[config.mk]
export PLATFORM = sky130hd
export DESIGN_NAME = bcd_stopwatch
export DESIGN_NICKNAME = d
export VERILOG_FILES = /design/src/rtl/bcd_stopwatch_pkg.sv /design/src/rtl/bcd_digit.sv /design/src/rtl/bcd_stopwatch.sv
export SDC_FILE = /design/constraint.sdc
export NUM_CORES = 1
export LEC_CHECK = 0
export ABC_CLOCK_PERIOD_IN_PS = 3600
export CORE_ASPECT_RATIO = 1.4
export CORE_MARGIN = 2
export CORE_UTILIZATION = 55
export DETAILED_ROUTE_END_ITERATION = 10
export PLACE_DENSITY_LB_ADDON = 0.12
export SLEW_MARGIN = 20
export SYNTH_ARGS = -nofsm -noshare
export SYNTH_HDL_FRONTEND = slang
export SYNTH_SLANG_ARGS = --single-unit
[constraint.sdc]
create_clock -name clk -period 3.6 [get_ports clk]
set_input_delay 0.36 -clock clk [delete_from_list [all_inputs] [get_ports clk]]
set_output_delay 0.36 -clock clk [all_outputs]
set_load 0.02 [all_outputs]
[src/rtl/bcd_stopwatch_pkg.sv]
// Shared types and constants for the BCD stopwatch and its decade counters.
package stopwatch_pkg;
   typedef enum logic {ST_STOP, ST_RUN} sw_state_t;
   typedef logic [3:0] bcd_digit_t;

   localparam bcd_digit_t BCD_MAX = 4'd9;

   // A digit at 9, or an out-of-range value left by an upset, rolls to 0 with carry.
   function automatic logic bcd_at_limit(input bcd_digit_t d);
      return d >= BCD_MAX;
   endfunction
endpackage

[src/rtl/bcd_digit.sv]
// One decade counter: clears, or increments on inc with a combinational carry out.
module bcd_digit
   import stopwatch_pkg::*;
(
   input  logic       clk,
   input  logic       rst_n,
   input  logic       clr,
   input  logic       inc,
   output bcd_digit_t q,
   output logic       carry
);

   assign carry = inc && bcd_at_limit(q);

   always_ff @(posedge clk or negedge rst_n) begin
      if (!rst_n) begin
         q <= '0;
      end else if (clr) begin
         q <= '0;
      end else if (inc) begin
         q <= bcd_at_limit(q) ? bcd_digit_t'(0) : q + 4'd1;
      end
   end

endmodule

[src/rtl/bcd_stopwatch.sv]
// Multi-digit BCD stopwatch: key synchronizers, press detection, run/stop FSM,
// tick prescaler and a ripple-carry chain of decade counters.
module bcd_stopwatch
   import stopwatch_pkg::*;
#(
   parameter int CLK_HZ     = 50_000_000,
   parameter int TICK_HZ    = 100,
   parameter int NUM_DIGITS = 4
) (
   input  logic                    clk,
   input  logic                    rst_n,
   input  logic                    key_ss_n,
   input  logic                    key_clr_n,
   output logic [4*NUM_DIGITS-1:0] bcd_out,
   output logic                    running,
   output logic                    wrap
);

   localparam int DIV = CLK_HZ / TICK_HZ;
   localparam int PW  = (DIV > 1) ? $clog2(DIV) : 1;
   localparam logic [PW-1:0] PRE_LAST = PW'(DIV - 1);

   logic                  ss_p0, ss_p1, ss_p2;
   logic                  clr_p0, clr_p1, clr_p2;
   logic                  ss_ev, clr_ev, tick, all_nine;
   sw_state_t             state;
   logic [PW-1:0]         pre;
   logic [NUM_DIGITS:0]   inc_chain;
   logic [NUM_DIGITS-1:0] nine;

   // Stage p0/p1 synchronize the raw pins; p2 holds the previous synced level.
   always_ff @(posedge clk or negedge rst_n) begin
      if (!rst_n) begin
         ss_p0  <= 1'b1;
         ss_p1  <= 1'b1;
         ss_p2  <= 1'b1;
         clr_p0 <= 1'b1;
         clr_p1 <= 1'b1;
         clr_p2 <= 1'b1;
      end else begin
         ss_p0  <= key_ss_n;
         ss_p1  <= ss_p0;
         ss_p2  <= ss_p1;
         clr_p0 <= key_clr_n;
         clr_p1 <= clr_p0;
         clr_p2 <= clr_p1;
      end
   end

   assign ss_ev  = ss_p2 & ~ss_p1;
   assign clr_ev = clr_p2 & ~clr_p1;

   always_ff @(posedge clk or negedge rst_n) begin
      if (!rst_n) begin
         state   <= ST_STOP;
         running <= 1'b0;
      end else if (ss_ev) begin
         if (state == ST_STOP) begin
            state   <= ST_RUN;
            running <= 1'b1;
         end else begin
            state   <= ST_STOP;
            running <= 1'b0;
         end
      end
   end

   assign tick = (state == ST_RUN) && (pre == PRE_LAST);

   // The prescaler freezes in STOP so a pause resumes mid-period.
   always_ff @(posedge clk or negedge rst_n) begin
      if (!rst_n) begin
         pre <= '0;
      end else if (clr_ev) begin
         pre <= '0;
      end else if (state == ST_RUN) begin
         pre <= tick ? '0 : pre + PW'(1);
      end
   end

   assign inc_chain[0] = tick;

   for (genvar i = 0; i < NUM_DIGITS; i++) begin : g_digit
      bcd_digit u_digit (
         .clk   (clk),
         .rst_n (rst_n),
         .clr   (clr_ev),
         .inc   (inc_chain[i]),
         .q     (bcd_out[4*i +: 4]),
         .carry (inc_chain[i+1])
      );
      assign nine[i] = (bcd_out[4*i +: 4] == BCD_MAX);
   end

   assign all_nine = &nine;

   always_ff @(posedge clk or negedge rst_n) begin
      if (!rst_n) begin
         wrap <= 1'b0;
      end else begin
         wrap <= inc_chain[NUM_DIGITS] & all_nine & ~clr_ev;
      end
   end

endmodule

==> results of run 1 <==
==> layer usage <==
metal,part of all wire [%],vias up
li1,-,924
met1,41,901
met2,52,40
met3,2.5,14
met4,4.1,0
met5,0,-
==> critical path: stages (launching register included) <==
cell	delay, ns
dfrtp_1	0.41
ha_1	0.23
and4_1	0.35
nand4_1	0.21
nor3_1	0.53
a41oi_1	0.18
nor2_1	0.12
==> sequential cells by signal, indices dropped and copies added, names as in the netlist <==
signal,flops
state,1
wrap,1
clr_p2,1
ss_p2,1
clr_p0,1
pre,19
ss_p1,1
clr_p1,1
ss_p0,1
g_digit.u_digit.q,16
==> Yosys cell counts, types with 3 or more instances <==
master	n	area share (%)
dfrtp_1	37	39
nor2_1	27	4.3
nand2_1	24	3.8
ha_1	13	6.8
nand3_1	13	2.7
nand4_1	12	3.2
inv_1	11	1.7
xor2_1	10	3.7
o21ai_0	9	1.9
a21oi_1	8	1.7
nor3_1	7	1.5
dfstp_2	6	6.6
and3_1	5	1.3
buf_2	4	0.84
nor4_1	4	1.1
xnor2_1	4	1.5
and4_1	3	1.1
clkbuf_1	3	0.47
nand2b_1	3	0.79
nor2b_1	3	0.79
nor4b_1	3	1.1
or3_1	3	0.79
==> report_power, final <==
group	internal (mW)	switching [mW]
clock	0.225	0.168
combinational	0.0487	0.0758
sequential	0.511	0.0388
==> kinds of logic (layout without fill, tap and decap cells) <==
| family | count (synthesis) | in the layout | share of synthesized area (%) |
|---|---|---|---|
| buffers and inverters | 19 | 42 | 3.37 |
| AND/OR/NAND/NOR | 121 | 121 | 28.6 |
| flip-flops | 43 | 43 | 45.6 |
| adder cells (fa/ha/maj) | 13 | 13 | 6.84 |
| XOR/XNOR | 14 | 14 | 5.16 |
| multiplexers | 4 | 4 | 1.79 |
| AO/OA/AOI/OAI | 32 | 32 | 8.68 |
==> worst max path at each step <==
stage	from	slack [ns]	to	depth (start not counted)
after CTS	g_digit[0].u_digit.q[0]	1.52	g_digit[3].u_digit.q[3]	7
after global placement	pre[0]	1.56	g_digit[1].u_digit.q[3]	6
after floorplan	g_digit[0].u_digit.q[0]	1.61	g_digit[3].u_digit.q[3]	7
after detailed placement	g_digit[0].u_digit.q[0]	1.53	g_digit[3].u_digit.q[3]	7
after global routing	pre[1]	1.27	g_digit[1].u_digit.q[3]	6
final	pre[1]	1.52	g_digit[1].u_digit.q[3]	6
==> through the flow <==
step           cell area, sq um  cells  worst slack [ns]  util, %  hold WS [ns]
2_1_floorplan              2380    246              1.61        -        0.0644
3_3_place_gp               2620    306              1.56     62.2         0.346
3_5_place_dp               2620    306              1.53     62.2         0.348
4_1_cts                    2730    314              1.52     65.0         0.227
5_1_grt                    2730    314              1.27     65.0         0.261
6_report                   2730    314              1.52     65.0         0.190
==> layout make-up <==
| class | count | area share [%] |
|---|---|---|
| inverters | 11 | 1.51 |
| multi-input cells | 184 | 44.4 |
| clock inverters | 2 | 1.28 |
| flip-flops and latches | 43 | 39.7 |
| well taps | 45 | 2.06 |
| repair buffers | 23 | 8.06 |
| clock buffers | 6 | 3.02 |
==> results.md, run 1 <==
- # port buffers: 21
- Met3 Resource Use GR: 3.31%
- Setup violators final: 0
- Total gr overflow: 0
- Via/cell ratio: ~6
- Gates resized, CTS repair: 0
- First-pass GRT wire length: 8.55 mm
- Fin Setup TNS: 0 ns
- Avg Synthesized Cell Area: around 9.7 sq um
- Max frequency: 480 MHz
- Final Skew: 0.00908 ns
- Diode count: 0
- CP Capture Type: flip-flop
- P per Cell Area: 390 mW/mm^2
- Sequential fraction of the synthesis area: between 40% and 50%
- Warnings from Yosys: 0
- # Post-CTS Setup Buffers: 0
- Worst path required time: 3.84 ns
- Commonest non-fill, non-tap cells in the layout: dfrtp_1 (37), nor2_1 (27), nand2_1 (24), clkdlybuf4s50_1 (20)
- Flop2flop setup slack: 1.52 ns
- DRC Markers: 0
- Post-synth cell types: 48
- Worst slew pin tran: 0.936 ns
- P&R area growth vs syn: 14.9%
- Fill cells: about 350
- Detailed Route WL: 4.89 mm
- Min-delay worst type: input port to async pin
- Wire per inst: roughly 16 um
- Path depth of the worst reg2reg path: 6
- Most used flip-flop cell after synthesis: dfrtp_1
- Hold buffer count at CTS: 0
- M2 GR Usage: 40.4%
- 1st-iter DRT viols: 134
- Slew Viols, Final: 0
- Initial Util: between 50% and 60%
- RSZ-0062 raised after global routing: false
- Maximum Capacitance Violations: 0
- Root Buffer: clkbuf_8
- Detailed placement HPWL: between 3 and 4 mm
- Core area: roughly 0.0042 sq mm
- Number of flops mapped to enable cells by yosys: 0
- Multi-input logic area: 0.00121 sq mm
- Clock Sinks: 43
- Worst Path Class, Setup: flip-flop to flip-flop
- RD Place Congestion: around 0.85
- Layout cells sized above 1: about a tenth
- Die ar.: 0.00487 sq mm
- Syn Inst Count: 246
- R2R Path End: g_digit[1].u_digit.q[3]
- Seq cells post-synth: 43
- IO Count: 22
- Die Span Y: just over 80 um
- DRT Pass-1 Iters: 4
- Maximum VDD drop: 236 uV
- Post-DRT Antenna Nets: 0
- Largest net degree at the start of global routing: 44
- CTS H-tree lvls: 2
- Leak: 1.13 nW
- Grt peak-use layer: met2
- Critical Path Source Type: flip-flop
- Post-Syn Area: 0.00238 sq mm
- Die Wd: 59.6 um
- Routed vias: 1879
- R2r startpoint: pre[1]
- Number of buffers created by CTS: 5
- Period utilisation layout: 57.9%
- Initial antenna violation count: 0
- Pwr Total: 1.07 mW
- Ys async rst share: 100%
- Status: finished clean
- Final min period: 2.08 ns
- Number of global-route vias before repair: ~1800
- Site Rows: 28
- GR Util met1: 27.2%
- Fin. Hold Viols: 0
- Worst slew margin: 37.6%
- Commonest non-fill, non-tap cell in the layout: dfrtp_1
- Arrival @ worst endpoint: roughly 2.3 ns
- CTS max path bufs: 2
- Syn Nets: 263
- CTS tree: done
- Clock Pin Slew Worst Setup and Hold Paths: 0.09 ns
- Total track usage: 23.5%
- CP Max Fanout: 7
- Nets: approximately 290
- Register area: 0.00108 sq mm
- Clock latency on the worst-skew pair: 0.30 ns
No activity file was read; power rests on OpenSTA's default activity.
==> run 2, diff against run 1 <==
--- a/config.mk
+++ b/config.mk
@@ -5,10 +5,10 @@
 export SDC_FILE = /design/constraint.sdc
 export NUM_CORES = 1
 export LEC_CHECK = 0
-export ABC_CLOCK_PERIOD_IN_PS = 3600
+export ABC_CLOCK_PERIOD_IN_PS = 1700
 export CORE_ASPECT_RATIO = 1.4
 export CORE_MARGIN = 2
-export CORE_UTILIZATION = 55
+export CORE_UTILIZATION = 51
 export DETAILED_ROUTE_END_ITERATION = 10
 export PLACE_DENSITY_LB_ADDON = 0.12
 export SLEW_MARGIN = 20
==> constraint.sdc (replaced) <==
create_clock -name clk -period 1.7 [get_ports clk]
set_input_delay 0.17 -clock clk [delete_from_list [all_inputs] [get_ports clk]]
set_output_delay 0.17 -clock clk [all_outputs]
set_load 0.02 [all_outputs]
==> run 2 against run 1 <==
Against the previous run: the run now ends with negative setup slack left; global-route usage grew 3.6 points; die area rose by 7.4%; power is 110% higher; register-to-register slack lost 1.7 ns; final cell count is 30% higher; largest power group unchanged.
==> results.md, run 2 (same netlist as run 1, synthesis figures left out) <==
- Period utilisation layout: 109% (+51 points)
- Final Skew: 0.00927 ns (+0.000196 ns)
- Diode count: 0 (unchanged)
- Initial Util: 52.8% (-3.7 points)
- Max FFs per register: 19 (unchanged)
- Setup violators final: 12 (+12)
- Maximum Capacitance Violations: 0 (unchanged)
- P&R area growth vs syn: 51.7%
- Max frequency: 541 MHz (+13%)
- Commonest non-fill, non-tap cell in the layout: buf_4
- Final min period: 1.85 ns (-0.235 ns)
- Pwr Total: 2.27 mW (+110%)
- Hold path start: key_clr_n
- Clock latency on the worst-skew pair: 0.30 ns (about the same)
- Cell Chain, Critical Path: inv_2, ha_4, nor3b_4, nor4_4, nand3_2, or4_1, o21ai_1
- Final design utilization: 80.2% (+15 points)
- Routed vias: 2347 (+25%)
- Slowest stage delay, CP: 0.44 ns (-0.09 ns)
- Core area: 0.00450 sq mm (+7.0%)
- Worst hold endpoint: clr_p0
- Worst slew margin: 68.4% (+31 points)
- DRT Pass-1 Iters: 4 (unchanged)
- Wire per inst: 17.8 um (+14%)
- Total track usage: 27.0% (+3.6 points)
- Via/cell ratio: 5.75 (-3.9%)
- Path depth of the worst reg2reg path: 7 (+1)
- # port buffers: 21 (unchanged)
- RSZ-0062 raised after global routing: true
- Worst Path Class, Setup: flip-flop to flip-flop
- Top reg by flops: pre
- DR WL met2: 4.04 mm (+59%)
- R2r startpoint: g_digit[1].u_digit.q[0]
- Clock Sinks: 43 (unchanged)
- Layout cells sized above 1: 41.6% (+32 points)
- Post-DRT Antenna Nets: 0 (unchanged)
- Number of global-route vias before repair: 2334 (+28%)
- Flop2flop setup slack: -0.15 ns (-1.67 ns)
- CTS H-tree lvls: 2 (unchanged)
- P per Cell Area: 630 mW/mm^2 (+62%)
- Number of buffers created by CTS: 5 (unchanged)
- Total gr overflow: 0 (unchanged)
- RD Place Congestion: 0.847 (-0.96%)
- Min-delay worst type: input port to flip-flop
- Site Rows: 29 (+3.6%)
- Leak: 1.63 nW (+44%)
- Crit-path slowest cell: or4_1
- Failing checks: negative setup slack
- Met3 WL: 335 um (+170%)
- Die Span Y: 84.8 um (+3.7%)
- Worst slew pin tran: 0.474 ns (-0.461 ns)
- Top delay family on crit path: simple AND/OR/NAND/NOR gates
- Die Wd: 61.7 um (+3.6%)
- Hold depth: 1
- Arrival @ worst endpoint: 2.09 ns (-0.23 ns)
- Root Buffer: clkbuf_8
- Met1 WL: 2.63 mm (+31%)
- Highest routed layer: met4
- Largest net degree at the start of global routing: 27 (-39%)
- IO Count: 22 (unchanged)
- Worst path required time: 1.94 ns (-1.90 ns)
- CTS tree: done
- DRC Markers: 0 (unchanged)
- CTS max path bufs: 2 (unchanged)
- Slew Viols, Final: 0 (unchanged)
- 1st-iter DRT viols: 193 (+44%)
- Commonest non-fill, non-tap cells in the layout: buf_4 (70), dfrtp_1 (33), nor2_1 (23), nand2_1 (22), clkdlybuf4s50_1 (20)
- Initial antenna violation count: 0 (unchanged)
- CP Capture Type: flip-flop
- Fin. Hold Viols: 0 (unchanged)
- First-pass GRT wire length: 10.6 mm (+23%)
- Detailed placement HPWL: 4.58 mm (+31%)
- CP Max Fanout: 7 (unchanged)
- Nets: 362 (+27%)
- Top Registers: pre (19), g_digit.u_digit.q (16)
- Critical Path Source Type: flip-flop
- Die ar.: 0.00523 sq mm (+7.4%)
- Clock Pin Slew Worst Setup and Hold Paths: 0.09 ns (about the same)
- Maximum VDD drop: 631 uV (+170%)
- Worst Path Buf+Inv: 1 (+1)
- Status: complete, but fails checks
- Detailed Route WL: 7.25 mm (+48%)
- R2R Path End: g_digit[3].u_digit.q[3]
- Final WS setup: -0.149 ns (-1.67 ns)
==> run 2: what timing repair did <==
action,in CTS,in global routing
endpoints found under the hold margin,17,0
setup buffers,7,11
endpoints found under the setup margin,24,23
hold buffers,1,0
pin swaps,6,24
gates resized for setup,13,42
gates cloned,0,0
==> run 2: power breakdown <==
group	total (mW)	switching (mW)	internal [mW]
Combinational	0.474	0.266	0.208
Sequential	1.11	0.0310	1.08
Clock	0.687	0.358	0.328
==> run 2: worst register-to-register path, delay by kind of cell (launching register included) <==
kind	cells	cell delay, ns
DFF	1	0.40
buffers and inverters	1	0.06
adders and majority gates	1	0.15
and+or+nand+nor	4	1.09
AOI/OAI and AO/OA	1	0.09
==> run 2: per-layer routing <==
metal	global-route usage [%]	vias to the layer above
met5	0	-
met4	13.3	0
met3	5.24	22
met2	47.4	92
met1	29.4	1152
li1	-	1081
==> run 2: how the worst max path moves through the flow <==
stage / startpoint / endpoint / slack (ns) / cells after the start
final: g_digit[1].u_digit.q[0] / g_digit[3].u_digit.q[3] / -0.15 / 7
after global routing: pre[7] / g_digit[1].u_digit.q[2] / -0.20 / 6
after CTS: g_digit[1].u_digit.q[0] / g_digit[3].u_digit.q[0] / -0.13 / 7
after detailed placement: g_digit[1].u_digit.q[1] / g_digit[3].u_digit.q[0] / -0.13 / 7
after global placement: pre[7] / g_digit[3].u_digit.q[3] / -0.11 / 5
after floorplan: g_digit[1].u_digit.q[0] / g_digit[3].u_digit.q[3] / -0.14 / 7
==> run 2: cell type report <==
| cell class | instances | area [sq um] |
|---|---|---|
| Multi-Input combinational cell | 184 | 1470 |
| Sequential cell | 43 | 1090 |
| Fill cell | 308 | 892 |
| Timing Repair Buffer | 100 | 840 |
| Clock buffer | 7 | 86.3 |
| Tap cell | 62 | 77.6 |
| Inverter | 11 | 43.8 |
| Clock inverter | 1 | 5.00 |
==> run 2: metrics by stage <==
step	area, sq um	cells	setup WS, ns	hold WS (ns)	setup TNS (ns)
3_5_place_dp	3140	383	-0.129	0.144	-0.654
2_1_floorplan	2430	246	-0.145	-0.126	-0.598
6_report	3610	408	-0.149	0.261	-0.821
3_3_place_gp	3140	383	-0.109	0.143	-0.662
5_1_grt	3610	408	-0.196	0.257	-2.14
4_1_cts	3360	399	-0.134	0.262	-0.358
==> run 3, diff against run 2 <==
--- a/config.mk
+++ b/config.mk
@@ -8,10 +8,11 @@
 export ABC_CLOCK_PERIOD_IN_PS = 1700
 export CORE_ASPECT_RATIO = 1.4
 export CORE_MARGIN = 2
-export CORE_UTILIZATION = 51
+export CORE_UTILIZATION = 52
 export DETAILED_ROUTE_END_ITERATION = 10
 export PLACE_DENSITY_LB_ADDON = 0.12
 export SLEW_MARGIN = 20
 export SYNTH_ARGS = -nofsm -noshare
 export SYNTH_HDL_FRONTEND = slang
+export SYNTH_HIERARCHICAL = 1
 export SYNTH_SLANG_ARGS = --single-unit
==> run 3 against run 2 <==
Against the previous run: the run still ends with negative setup slack left; register-to-register slack got worse by 0.10 ns; synthesized cell count rose by 5.3%; cell area shrank 5.5%; first-iteration DRC count shrank 49%; global-route usage shrank 4.7 points; critical path depth up 2; sequential power barely moved; hold slack gained 0.012 ns; sequential share of layout area increased by 1.7 points; flip-flop and latch count unchanged; critical path type unchanged; critical endpoint is now g_digit[3].u_digit/q[2]; highest routed layer unchanged.
==> results.md, run 3 <==
- Status: complete, but fails checks
- Failing checks: negative setup slack
- Top reg by flops: pre
- Leak: 1.46 nW (-10%)
- CTS max path bufs: 2 (unchanged)
- Number of buffers created by CTS: 5 (unchanged)
- Routed vias: 2214 (-5.7%)
- Commonest non-fill, non-tap cell in the layout: buf_4
- Post-DRT Antenna Nets: 0 (unchanged)
- Setup violators final: 11 (-1)
- Die Span Y: 87.7 um (+3.4%)
- Layout cells sized above 1: 30.8% (-11 points)
- Path depth of the worst reg2reg path: 9 (+2)
- Initial antenna violation count: 0 (unchanged)
- Launch point of the critical path: pre[6]
- Min-delay worst type: input port to flip-flop
- Max FFs per register: 19 (unchanged)
- Final Skew: 0.00696 ns (-0.00232 ns)
- Number of global-route vias before repair: 2193 (-6.0%)
- Worst slew margin: 67.3% (-1.1 points)
- Fill cells: 369 (+20%)
- Post-synth cell types: 52 (+8.3%)
- Clock latency on the worst-skew pair: 0.30 ns (about the same)
- Diode count: 0 (unchanged)
- Maximum VDD drop: 455 uV (-28%)
- Total track usage: 22.3% (-4.7 points)
- Warnings from Yosys: 6 (+6)
- Fin Setup TNS: -1.79 ns (-0.969 ns)
- Commonest non-fill, non-tap cells in the layout: buf_4 (43), dfrtp_1 (35), clkdlybuf4s50_1 (19), nor2_1 (18), inv_1 (14)
- Initial Util: 53.7% (+0.86 points)
- CTS tree: done
- Core area: 0.00484 sq mm (+7.6%)
- RD Place Congestion: 0.848 (+0.19%)
- Die Wd: 63.8 um (+3.3%)
- Detailed placement HPWL: 4.21 mm (-8.0%)
- Arrival @ worst endpoint: 2.17 ns (+0.08 ns)
- Fin. Hold Viols: 0 (unchanged)
- DRC Markers: 0 (unchanged)
- # port buffers: 21 (unchanged)
- Post-Place Cell Area: 0.00323 sq mm (+2.9%)
- Non-filler cells, final: 392 (-3.9%)
- Pwr Total: 2.23 mW (-1.8%)
- Most instantiated cells after synthesis: dfrtp_1 (37), nor2_1 (19), inv_1 (15)
- Post-Syn Area: 0.00260 sq mm (+9.4%)
- CTS H-tree lvls: 2 (unchanged)
- Worst path required time: 1.92 ns (-0.02 ns)
- Seq cells post-synth: 43 (unchanged)
- 1st-iter DRT viols: 99 (-49%)
- Syn Inst Count: 259 (+5.3%)
- Finished layout cell area: 0.00341 sq mm (-5.5%)
- Leading area contributor after synthesis: dfrtp_1
- Slew Viols, Final: 0 (unchanged)
- Maximum Capacitance Violations: 0 (unchanged)
- Max frequency: 512 MHz (-5.3%)
- Clock Pin Slew Worst Setup and Hold Paths: 0.08 ns (about the same)
- Place WS: -0.282 ns (-0.152 ns)
- Avg Synthesized Cell Area: 10.0 sq um (+3.9%)
- Final WS setup: -0.252 ns (-0.103 ns)
- Yosys top cell area share: 35.6% (-3.3 points)
- P per Cell Area: 655 mW/mm^2 (+3.9%)
- CP Capture Type: flip-flop
- Synth top area cells: dfrtp_1 (36%), ha_1 (6.3%), dfstp_2 (6.1%)
- Syn Nets: 276 (+4.9%)
- Die ar.: 0.00559 sq mm (+6.8%)
- Number of flops mapped to enable cells by yosys: 0 (unchanged)
- Flop2flop setup slack: -0.25 ns (-0.10 ns)
- Most common cell in the synthesized netlist: dfrtp_1
- DRT Pass-1 Iters: 4 (unchanged)
- Wire per inst: 14.6 um (-18%)
- Detailed Route WL: 5.74 mm (-21%)
- R2R Path End: g_digit[3].u_digit/q[2]
- Total gr overflow: 0 (unchanged)
- CP Max Fanout: 7 (unchanged)
- P&R area growth vs syn: 31.1%
- Clock Sinks: 43 (unchanged)
- RSZ-0062 raised after global routing: true
- Cells after DPL: 379 (-1.0%)
- Root Buffer: clkbuf_8
- IO Count: 22 (unchanged)
- First-pass GRT wire length: 9.86 mm (-6.6%)
- CP endpoint: g_digit[3].u_digit/q[2]
- Most used flip-flop cell after synthesis: dfrtp_1
- Critical Path Source Type: flip-flop
- Via/cell ratio: 5.65 (-1.8%)
- R2r startpoint: pre[6]
- Largest net degree at the start of global routing: 41 (+52%)
- Site Rows: 30 (+3.4%)
- Top Registers: pre (19), g_digit.u_digit/q (16)
- Period utilisation layout: 115% (+6.1 points)
- Nets: 344 (-5.0%)
- Worst slew pin tran: 0.491 ns (+0.0165 ns)
- Final min period: 1.95 ns (+0.103 ns)
- Ys async rst share: 100% (unchanged)
- Worst Path Class, Setup: flip-flop to flip-flop
- Sequential fraction of the synthesis area: 41.7% (-3.9 points)
-- run 3: layer usage --
metal	share of wire (%)	global-route usage, %	wire length, um
met5	0	0	0
met4	2.2	9.49	125
met3	2.5	3.08	144
met2	54	40.5	3090
met1	41	26.4	2380
-- run 3: layout make-up --
class                      instances  area (sq um)  area share [%]
sequential                        43          1090            31.9
tap                               64          80.1            2.35
inverter                          15          56.3            1.65
multi-input combinational        192          1480            43.3
timing repair buffer              70           611            17.9
clock buffer                       8           100            2.94
-- run 3: cells by family (layout without fill, tap and decap cells) --
group	count (synthesis)	in the layout	synth area share, %
buffers and inverters	24	93	5.05
DFF	43	43	41.7
AOI/OAI and AO/OA	64	64	19.5
and+or+nand+nor	107	107	24.8
adders and majority gates	13	13	6.26
xor gates and xnor gates	8	8	2.70
-- run 3: report_power, final --
part,switching [mW],total (mW),internal (mW),leakage (nW)
combinational,0.233,0.407,0.174,0.836
clock,0.341,0.712,0.371,0.0515
sequential,0.0319,1.11,1.08,0.572
-- run 3: through the flow --
| stage | util [%] | hold WS (ns) |
|---|---|---|
| global route | 70.4 | 0.270 |
| CTS | 69.5 | 0.265 |
| floorplan | - | -0.126 |
| global placement | 66.8 | 0.159 |
| detailed placement | 66.8 | 0.162 |
| finish | 70.4 | 0.273 |
-- run 3: critical path, cell delays in order (launching register included) --
cell,delay [ns]
dfrtp_1,0.41
nor4b_4,0.37
nand4_4,0.14
nor2_4,0.12
and2_4,0.15
and2_4,0.14
and2_4,0.17
and2b_1,0.14
a21oi_2,0.05
a211oi_2,0.17
-- run 3: timing repair --
item / in CTS / in global routing
hold endpoints to repair: 14 / 0
hold buffers: 1 / 0
gates resized for setup: 3 / 6
endpoints found under the setup margin: 13 / 28
pin swaps: 4 / 4
setup buffers: 3 / 3
-- run 3: how the worst min path moves through the flow --
stage | start | endpoint | slack [ns] | cells after the start
after floorplan | rst_n | g_digit[0].u_digit/q[0] | -0.13 | 0
final | key_clr_n | clr_p0 | 0.27 | 1
after CTS | key_clr_n | clr_p0 | 0.27 | 1
after detailed placement | rst_n | pre[15] | 0.16 | 1
after global routing | key_clr_n | clr_p0 | 0.27 | 1
after global placement | rst_n | pre[15] | 0.16 | 1
